<file path="src/rtl/fir_inverse.sv">
// Inverse of the 3-tap FIR y = 2x[k-1] + 4x[k-2] + 6x[k-3]; recovers x[k-1] from y[k] with one cycle latency.
// Optional odd-residue consistency check and ERR state compiled in with FIR_INV_CHECK_EN.
module fir_inverse (
    input  logic               clock,
    input  logic               reset,
    input  logic               in_valid,
    input  logic signed [11:0] data_in,
    input  logic               clr,
    output logic signed [11:0] data_out,
    output logic               out_valid,
    output logic               err,
    output logic [15:0]        sample_cnt
);

    typedef enum logic {
        ST_RUN = 1'b0,
        ST_ERR = 1'b1
    } state_t;

    state_t             r_state;
    state_t             w_state_next;
    logic signed [11:0] r_h1;
    logic signed [11:0] r_h2;
    logic signed [11:0] r_data_out;
    logic               r_out_valid;
    logic [15:0]        r_sample_cnt;

    logic [11:0]        w_h1x4;
    logic [11:0]        w_h2x6;
    logic [11:0]        w_residue;
    logic signed [11:0] w_x;
    logic               w_accept;
    logic               w_take;

    // All residue arithmetic wraps modulo 2^12, mirroring the forward filter's wrap.
    assign w_h1x4    = {r_h1[9:0], 2'b00};
    assign w_h2x6    = {r_h2[10:0], 1'b0} + {r_h2[9:0], 2'b00};
    assign w_residue = $unsigned(data_in) - w_h1x4 - w_h2x6;
    assign w_x       = $signed(w_residue) >>> 1;
    assign w_accept  = in_valid && !clr && (r_state == ST_RUN);

`ifdef FIR_INV_CHECK_EN
    logic r_err;
    logic w_set_err;

    always_comb begin
        w_state_next = r_state;
        w_take       = 1'b0;
        w_set_err    = 1'b0;
        if (clr) begin
            w_state_next = ST_RUN;
        end else if (w_accept) begin
            if (w_residue[0]) begin
                // An odd residue cannot come from the forward filter: drop it and lock up.
                w_state_next = ST_ERR;
                w_set_err    = 1'b1;
            end else begin
                w_take = 1'b1;
            end
        end
    end

    always_ff @(posedge clock or negedge reset) begin
        if (!reset) begin
            r_err <= 1'b0;
        end else if (clr) begin
            r_err <= 1'b0;
        end else if (w_set_err) begin
            r_err <= 1'b1;
        end
    end

    assign err = r_err;
`else
    always_comb begin
        w_state_next = ST_RUN;
        w_take       = w_accept;
    end

    assign err = 1'b0;
`endif

    always_ff @(posedge clock or negedge reset) begin
        if (!reset) begin
            r_state <= ST_RUN;
        end else begin
            r_state <= w_state_next;
        end
    end

    always_ff @(posedge clock or negedge reset) begin
        if (!reset) begin
            r_h1         <= '0;
            r_h2         <= '0;
            r_data_out   <= '0;
            r_out_valid  <= 1'b0;
            r_sample_cnt <= '0;
        end else if (clr) begin
            r_h1         <= '0;
            r_h2         <= '0;
            r_data_out   <= '0;
            r_out_valid  <= 1'b0;
            r_sample_cnt <= '0;
        end else begin
            r_out_valid <= w_take;
            if (w_take) begin
                r_h2       <= r_h1;
                r_h1       <= w_x;
                r_data_out <= w_x;
                if (r_sample_cnt != 16'hFFFF) begin
                    r_sample_cnt <= r_sample_cnt + 16'd1;
                end
            end
        end
    end

    assign data_out   = r_data_out;
    assign out_valid  = r_out_valid;
    assign sample_cnt = r_sample_cnt;

endmodule

</file>
<file path="config.mk">
export PLATFORM = sky130hd
export DESIGN_NAME = fir_inverse
export DESIGN_NICKNAME = d
export VERILOG_FILES = /design/src/rtl/fir_inverse.sv
export SDC_FILE = /design/constraint.sdc
export NUM_CORES = 1
export LEC_CHECK = 0
export CORE_ASPECT_RATIO = 2
export CORE_MARGIN = 4
export CORE_UTILIZATION = 50
export DETAILED_ROUTE_END_ITERATION = 8
export PLACE_DENSITY = 0.76
export REMOVE_ABC_BUFFERS = 1
export SYNTH_ARGS = -nofsm -noshare
export SYNTH_HDL_FRONTEND = slang
export SYNTH_SLANG_ARGS = --single-unit
</file>
<file path="constraint.sdc">
create_clock -name clock -period 3.1 [get_ports clock]
set_input_delay 0.62 -clock clock [delete_from_list [all_inputs] [get_ports clock]]
set_output_delay 0.62 -clock clock [all_outputs]
set_load 0.02 [all_outputs]
</file>
* Yosys cells after proc, flatten, opt, wreduce, memory -nomap -nowiden
Cells that the tools add are included.
Storage, ports and cells: flip-flop bits (word level) 40
Operators by class: muxes and demuxes 8, equal/unequal tests 1, reductions and logical operators 5, add/sub/neg operators 4
Operators with widths (count):
- 16-bit two-way mux | 3
- 12-bit two-way mux | 2
- 12-bit subtractor | 2
- 11-bit two-way mux | 2
- 16-bit by 1-bit adder with 16-bit output (second input constant) | 1
- 16-bit inequality test (second input constant) | 1
- 12-bit adder | 1
- 2-bit nonzero test | 2
- 2-bit AND reduction | 1
- 1-bit logical AND | 1
- 1-bit logical NOT | 1
- 1-bit two-way mux | 1

* Longest topological paths before layout
Gate-level depths: netlist of run 1.
depth after elaboration 4, mapped depth 12, depth with buffers taken out 11

* Worst setup path after synthesis of run 1
OpenSTA, ideal clock, no wires.
kind register to register, start point register data_out[2] (netlist name), end point register r_data_out[10], in the netlist data_out[10], slack 0.126 ns, clock period less this slack 2.974 ns, cell stages (with the launch flop) 12, arrival 2.853 ns, path through dfrtp_1 inv_1 fa_1 inv_1 fa_1 inv_1 ha_1 and3_1 a22oi_1 a31oi_1 xnor2_1 a22o_1
RTL lines:
- end signal, assigned | RTL line 109 | r_data_out <= w_x;
- end, declared | RTL line 24 | logic signed [11:0] r_data_out;

* Worst setup path in the final report of run 1
start point register r_h2[1], end point register r_data_out[9], in the netlist data_out[9]
Between the ends: word-level cells in the longest chain between the ends 4
RTL lines:
- start, declared | RTL line 23 | logic signed [11:0] r_h2;
- start signal, assigned | RTL line 107 | r_h2 <= r_h1;
- 12-bit adder | RTL line 37 | assign w_h2x6 = {r_h2[10:0], 1'b0} + {r_h2[9:0], 2'b00};
- 12-bit subtractor | RTL line 38 | assign w_residue = $unsigned(data_in) - w_h1x4 - w_h2x6;
- 12-bit two-way mux
- 12-bit two-way mux | RTL line 98 | end else if (clr) begin
No other way between the ends. The select of a mux whose other input is x is not followed. A chain may end at the register's enable or synchronous reset.

==> results of run 1 <==
-- flip-flops by register name, summed over array words and instances, names as in the netlist --
| signal | flops |
|---|---|
| out_valid | 1 |
| data_out | 11 |
| sample_cnt | 16 |
| r_h2 | 11 |
-- critical path: cells and delay by family, from the launching register on --
family,cells,cell delay (ns)
AO/OA/AOI/OAI,5,0.86
flip-flops,1,0.35
adder cells (fa/ha/maj),3,1.29
buffers and inverters,4,0.33
-- synth_stat cells (5+ instances only) --
cell	number	share of area, %
ha_1	11	4.6
a211oi_1	5	1.3
a21oi_1	7	1.2
clkbuf_1	6	0.75
dfrtp_1	39	33
nand3b_1	5	1.3
nand3_1	5	0.84
inv_1	66	8.3
a21o_1	5	1.3
fa_1	17	11
nand2_1	12	1.5
xnor2_1	19	5.6
mux2i_1	18	6.0
nor2_1	43	5.4
nor3_1	6	1.0
-- layer usage --
metal	part of all wire (%)	vias up
met3	2.4	16
li1	-	1163
met4	3.1	0
met2	59	44
met5	0	-
met1	36	1206
-- path summary, 6_finish.rpt --
kind	start	to	slack, ns
setup / recovery	r_h2[1]	data_out[9]	0.15
hold / removal	reset	data_out[6]	0.46
setup reg to reg	r_h2[1]	data_out[9]	0.15
hold reg to reg	r_h2[8]	r_h2[8]	0.53
max in group asynchronous	reset	sample_cnt[1]	2.08
min in group clock	r_h2[8]	r_h2[8]	0.53
-- power breakdown --
part | switching (mW) | internal (mW) | total [mW]
Clock | 0.215 | 0.400 | 0.615
Sequential | 0.0447 | 0.569 | 0.614
Combinational | 0.927 | 0.887 | 1.81
-- cell type report --
class	instances	area [um^2]
clock inverters	2	35.0
well taps	61	76.3
clock buffers	6	139
fillers	465	1930
repair buffers	64	583
flip-flops and latches	39	976
multi-input cells	203	1760
inverters	67	251
-- repair_timing --
action / in CTS / in global routing
buffers inserted: 0 / 2
resized for setup: 1 / 8
endpoints found under the setup margin: 1 / 4
-- kinds of logic (layout without fill, tap and decap cells) --
family | after synthesis | in the layout | synth area share (%)
other cells | 1 | 1 | 0.126
mux | 18 | 18 | 6.04
xor+xnor | 20 | 20 | 5.87
fa+ha+maj | 28 | 28 | 16.0
flops | 39 | 39 | 32.7
compound gates | 43 | 43 | 12.0
buf+inv | 79 | 139 | 10.6
simple gates | 93 | 93 | 16.7
==> metrics, run 1 <==
run status=complete, no violations; Worst path slowest cell=fa_1; max-cap violation count=0; die span in x=62.6 um; worst slack at placement=-0.177 ns; worst-skew pair later-pin latency=0.29 ns; met1 usage=20.3%; CTS buffer count=5; die height=between 100 and 150 um; most frequent cells in the layout=inv_1, nor2_1, clkdlybuf4s50_1; grt met3 use=4.01%; Post-synth EDFFs=0; worst hold path class=input port to asynchronous set/reset pin; RSZ-0062 raised after global routing=false; Leak=~1.8 nW; RePlAce Congestion=slightly above 0.9; number of diodes=0; layout cells sized above 1=13.1%; Reg clk slew, reported paths=0.06 ns; overflow left after global routing=0; worst path cell trace=inv_1 -> fa_1 -> inv_1 -> fa_1 -> inv_1 -> ha_4 -> a21boi_2 -> o21ai_0 -> a21o_1 -> buf_4 -> a211o_1 -> o211ai_1; CTS tree=built; sequential share of the synthesized area=32.7%; die area=7340 um^2; largest net degree at the start of global routing=40; area delta synth->final=28.2%; cts-stage hold buffer count=0; CP arrival=3.15 ns; DRT Wirelength=7.17 mm; DP Area=around 3600 um^2; synth warn=0; number of synthesized register bits=39; worst r2r path cells=12; post-layout minimum cycle time=2.95 ns; syn avg cell area=between 9 and 10 um^2; Worst setup EP type=register; ANT nets after route=0; Post-Syn Area=2980 um^2; Final Max Tran Viols=0; met2 GRT Util=41.5%; initial antenna violation count=0; Setup CP Type=register to register; wire length per cell=16.2 um; Worst IR Drop VDD=532 uV; Design Power=3.04 mW; pwr dens=796 nW/um^2; ys async rst share=100%; CTS Sinks=39; first-pass GRT wire length=around 12 mm; Mapped Cells=321; Tot GR Track Use=between 20% and 30%; Initial Util=51.8%; TritonRoute pass-1 iters=4; Layout Skew=0.00820 ns; layer with the highest usage=met2; vias in the first global route=2609; final period utilization=95.1%; Row Count=39; post-synth cell types=56; Initial DRC Count=60; final hold vios=0; number of remaining DRC errors=0; Placed Instances=432; leading cell type in the layout, fill and taps excluded=inv_1; worst hold slack=0.455 ns; final setup vio count=0; total core area=5760 um^2; Data required, critical path=roughly 3.3 ns; Crit path largest cell delay=roughly 0.51 ns; Top Ports=46; DR vias/cell=5.50; CP startpoint kind=register; CP Max Fanout=4; Final Util=66.4%; Slew headroom=about two fifths; detailed placer's ending HPWL=5.38 mm; worst setup margin=0.151 ns; FMAX=0.339 GHz; PortBufs=43; post-route insts no fill=442; Layout Nets=424; H-tree depth=2; Clock Path Buffers=2; ys flop type=dfrtp_1; final setup TNS=0 ns; via count=2429; measured slew at the worst slew-check pin=0.900 ns; Root Buffer=clkbuf_16; Finished Cell Area=3820 um^2; Most Frequent Cell on Critical Path=inv_1
Power figures use the tool's default switching activity.
==> inputs of run 2 (changes only) <==
- ABC_AREA: not set -> 1
- PLACE_DENSITY: 0.76 -> 0.78
- clock period: 3.1 -> 2.6 ns (I/O delays scaled with it)
==> run 2 against run 1 <==
Effect of this change:
- synthesized cell count rose by 36%
- register-to-register slack lost 0.13 ns
- maximum frequency grew 14%
- worst hold slack lost 0.090 ns
- routed wire length up 20%
- setup slack lost 0.13 ns
- clock power is 8.1% higher
- critical path depth unchanged
- largest power group unchanged
==> metrics, run 2 <==
final hold vios=0 (unchanged); die height=120 um (was 117 um); number of synthesized register bits=39 (unchanged); pwr dens=985 nW/um^2 (was 796 nW/um^2); die area=7650 um^2 (was 7340 um^2); largest net degree at the start of global routing=40 (unchanged); RSZ-0062 raised after global routing=true (was false); top-count cell post-synth=nand2_1 (was inv_1); synth warn=0 (unchanged); FMAX=0.387 GHz (was 0.339 GHz); max-cap violation count=0 (unchanged); share of the synthesized area in the top cell type=31.3% (was 32.7%); Reg clk slew, reported paths=0.06 ns (about the same); initial antenna violation count=0 (unchanged); Synth area leaders=dfrtp_1, nand2_1, inv_1 (was dfrtp_1, fa_1, inv_1); Worst IR Drop VDD=448 uV (was 532 uV); number of diodes=0 (unchanged); multi-input logic area=2020 um^2 (was 1760 um^2); syn avg cell area=7.17 um^2 (was 9.29 um^2); ANT nets after route=0 (unchanged); Worst setup EP type=register (unchanged); Data required, critical path=2.78 ns (was 3.30 ns); post-synth cell types=32 (was 56); post-layout minimum cycle time=2.58 ns (was 2.95 ns); final setup TNS=0 ns (unchanged); RePlAce Congestion=0.905 (was 0.916); Post-Synth XOR/XNOR Area=1.40% (was 5.87%); worst hold path class=input port to asynchronous set/reset pin (unchanged); Setup CP Type=register to register (unchanged); layout cells sized above 1=23.7% (was 13.1%); DRT Wirelength=8.58 mm (was 7.17 mm); Crit path largest cell delay=0.52 ns (was 0.51 ns); final period utilization=99.3% (was 95.1%); terminus of the critical flop-to-flop path=data_out[8] (was data_out[9]); sequential share of the synthesized area=31.3% (was 32.7%); PortBufs=43 (unchanged); Row Count=40 (was 39); Slew headroom=38.6% (was 40.0%); mux cell area share after synthesis=0% (was 6.04%); Tot GR Track Use=22.5% (was 21.0%); Top Ports=46 (unchanged); Post-Syn Area=3120 um^2 (was 2980 um^2); Adder-Cell Fraction of Synth Area=15.3% (was 16.0%); TritonRoute pass-1 iters=6 (was 4); CP Max Fanout=4 (unchanged); Final Max Tran Viols=0 (unchanged); Initial DRC Count=120 (was 60); Final Util=70.7% (was 66.4%); worst r2r path cells=12 (unchanged); Finished Cell Area=4280 um^2 (was 3820 um^2); final setup vio count=0 (unchanged); Worst R2R Start=data_out[4] (was r_h2[1]); CTS Sinks=39 (unchanged); Post-synth EDFFs=0 (unchanged); Leak=2.06 nW (was 1.77 nW); Root Buffer=clkbuf_16 (unchanged); total core area=6060 um^2 (was 5760 um^2); worst hold slack=0.365 ns (was 0.455 ns); CP arrival=2.76 ns (was 3.15 ns); die span in x=63.9 um (was 62.6 um); worst-skew pair later-pin latency=0.29 ns (about the same); worst slack at placement=-0.261 ns (was -0.177 ns); most frequent cells in the layout=nand2_1, inv_1, clkdlybuf4s50_1 (was inv_1, nor2_1, clkdlybuf4s50_1); H-tree depth=2 (unchanged); cts-stage hold buffer count=0 (unchanged); Reg area=976 um^2 (unchanged); worst setup margin=0.0171 ns (was 0.151 ns); Layout Skew=0.00745 ns (was 0.00820 ns); via count=3049 (was 2429); Layout Nets=549 (was 424); ys flop type=dfrtp_1 (unchanged); Initial Util=51.5% (was 51.8%); post-synthesis compound-gate area fraction=8.70% (was 12.0%); largest family of logic cells by synthesized area=simple AND/OR/NAND/NOR gates (unchanged); leading cell type in the layout, fill and taps excluded=nand2_1 (was inv_1); number of remaining DRC errors=0 (unchanged); Post-synth top cells=nand2_1, inv_1, dfrtp_1, nor2_1, nand3_1 (was inv_1, nor2_1, dfrtp_1, xnor2_1, mux2i_1); Worst path slowest cell=fa_1 (unchanged); run status=complete, no violations (unchanged); CP startpoint kind=register (unchanged); FF-to-FF setup slack=0.02 ns (was 0.15 ns); CTS buffer count=5 (unchanged); detailed placer's ending HPWL=5.96 mm (was 5.38 mm); Clock Path Buffers=2 (unchanged); DR vias/cell=5.17 (was 5.50); ys async rst share=100% (unchanged); fillcell total=473 (was 465); area delta synth->final=37.2% (was 28.2%); wire length per cell=14.5 um (was 16.2 um); first-pass GRT wire length=13.4 mm (was 11.9 mm); Mapped Cells=435 (was 321); worst path cell trace=inv_2 -> fa_1 -> inv_1 -> fa_1 -> inv_2 -> ha_4 -> a21oi_4 -> nor2_1 -> nor2_1 -> nand4_1 -> nand3_1 -> nand2_1 (was inv_1 -> fa_1 -> inv_1 -> fa_1 -> inv_1 -> ha_4 -> a21boi_2 -> o21ai_0 -> a21o_1 -> buf_4 -> a211o_1 -> o211ai_1); CTS tree=built (unchanged); DP Area=3780 um^2 (was 3560 um^2); overflow left after global routing=0 (unchanged); measured slew at the worst slew-check pin=0.921 ns (was 0.900 ns); Synth area leader=dfrtp_1 (unchanged); max FFs per register=16 (unchanged); vias in the first global route=3168 (was 2609); area share of and/or/nand/nor cells after synthesis=29.2% (was 16.7%)
-- run 2: final cells by class --
type | count | share of cell area [%]
multi-input combinational | 286 | 47.2
sequential | 39 | 22.8
timing repair buffer | 71 | 14.8
inverter | 102 | 8.94
clock buffer | 7 | 3.57
tap | 84 | 2.46
clock inverter | 1 | 0.175
-- run 2: how the worst max path moves through the flow --
stage,start,cells after the start,to
final,data_out[4],12,data_out[8]
after global routing,r_h2[4],13,data_out[7]
after CTS,data_out[1],12,data_out[8]
after detailed placement,data_in[3],11,data_out[8]
after global placement,data_in[3],11,data_out[8]
after floorplan,data_out[4],12,data_out[8]
-- run 2: worst max-delay path: cells and delay by family, from the launching register on --
family          cells  cell delay (ns)
fa+ha+maj           3             1.26
flops               1             0.36
compound gates      1             0.17
buf+inv             3             0.15
simple gates        5             0.52
-- run 2: power by group --
part	switching, mW	internal [mW]
registers	0.0491	0.678
clock network	0.256	0.408
logic	1.59	1.23
-- run 2: metrics by stage --
| step | instances | power [mW] |
|---|---|---|
| after CTS | 587 | 3.56 |
| after global placement | 579 | 2.57 |
| after detailed placement | 579 | 2.62 |
| after global routing | 590 | 4.53 |
| final | 590 | 4.22 |
| after floorplan | 427 | 1.96 |
-- run 2: logic make-up (layout without fill, tap and decap cells) --
kind of cell	count (synthesis)	in the layout
compound gates	42	42
simple gates	210	210
fa+ha+maj	28	28
xor+xnor	5	5
flops	39	39
buf+inv	110	181
other cells	1	1
-- run 2: repair_timing --
item	4_1_cts	5_1_grt
setup buffers	0	3
gates cloned	0	0
gates resized for setup	14	69
pin swaps	5	39
endpoints found under the setup margin	6	8
-- run 2: layer usage --
| layer | GRT usage [%] | part of all wire (%) | wire (um) |
|---|---|---|---|
| met1 | 21.6 | 34 | 2940 |
| met2 | 42.6 | 57 | 4920 |
| met3 | 3.09 | 3.3 | 280 |
| met4 | 14.5 | 5.1 | 438 |
| met5 | 0 | 0 | 0 |
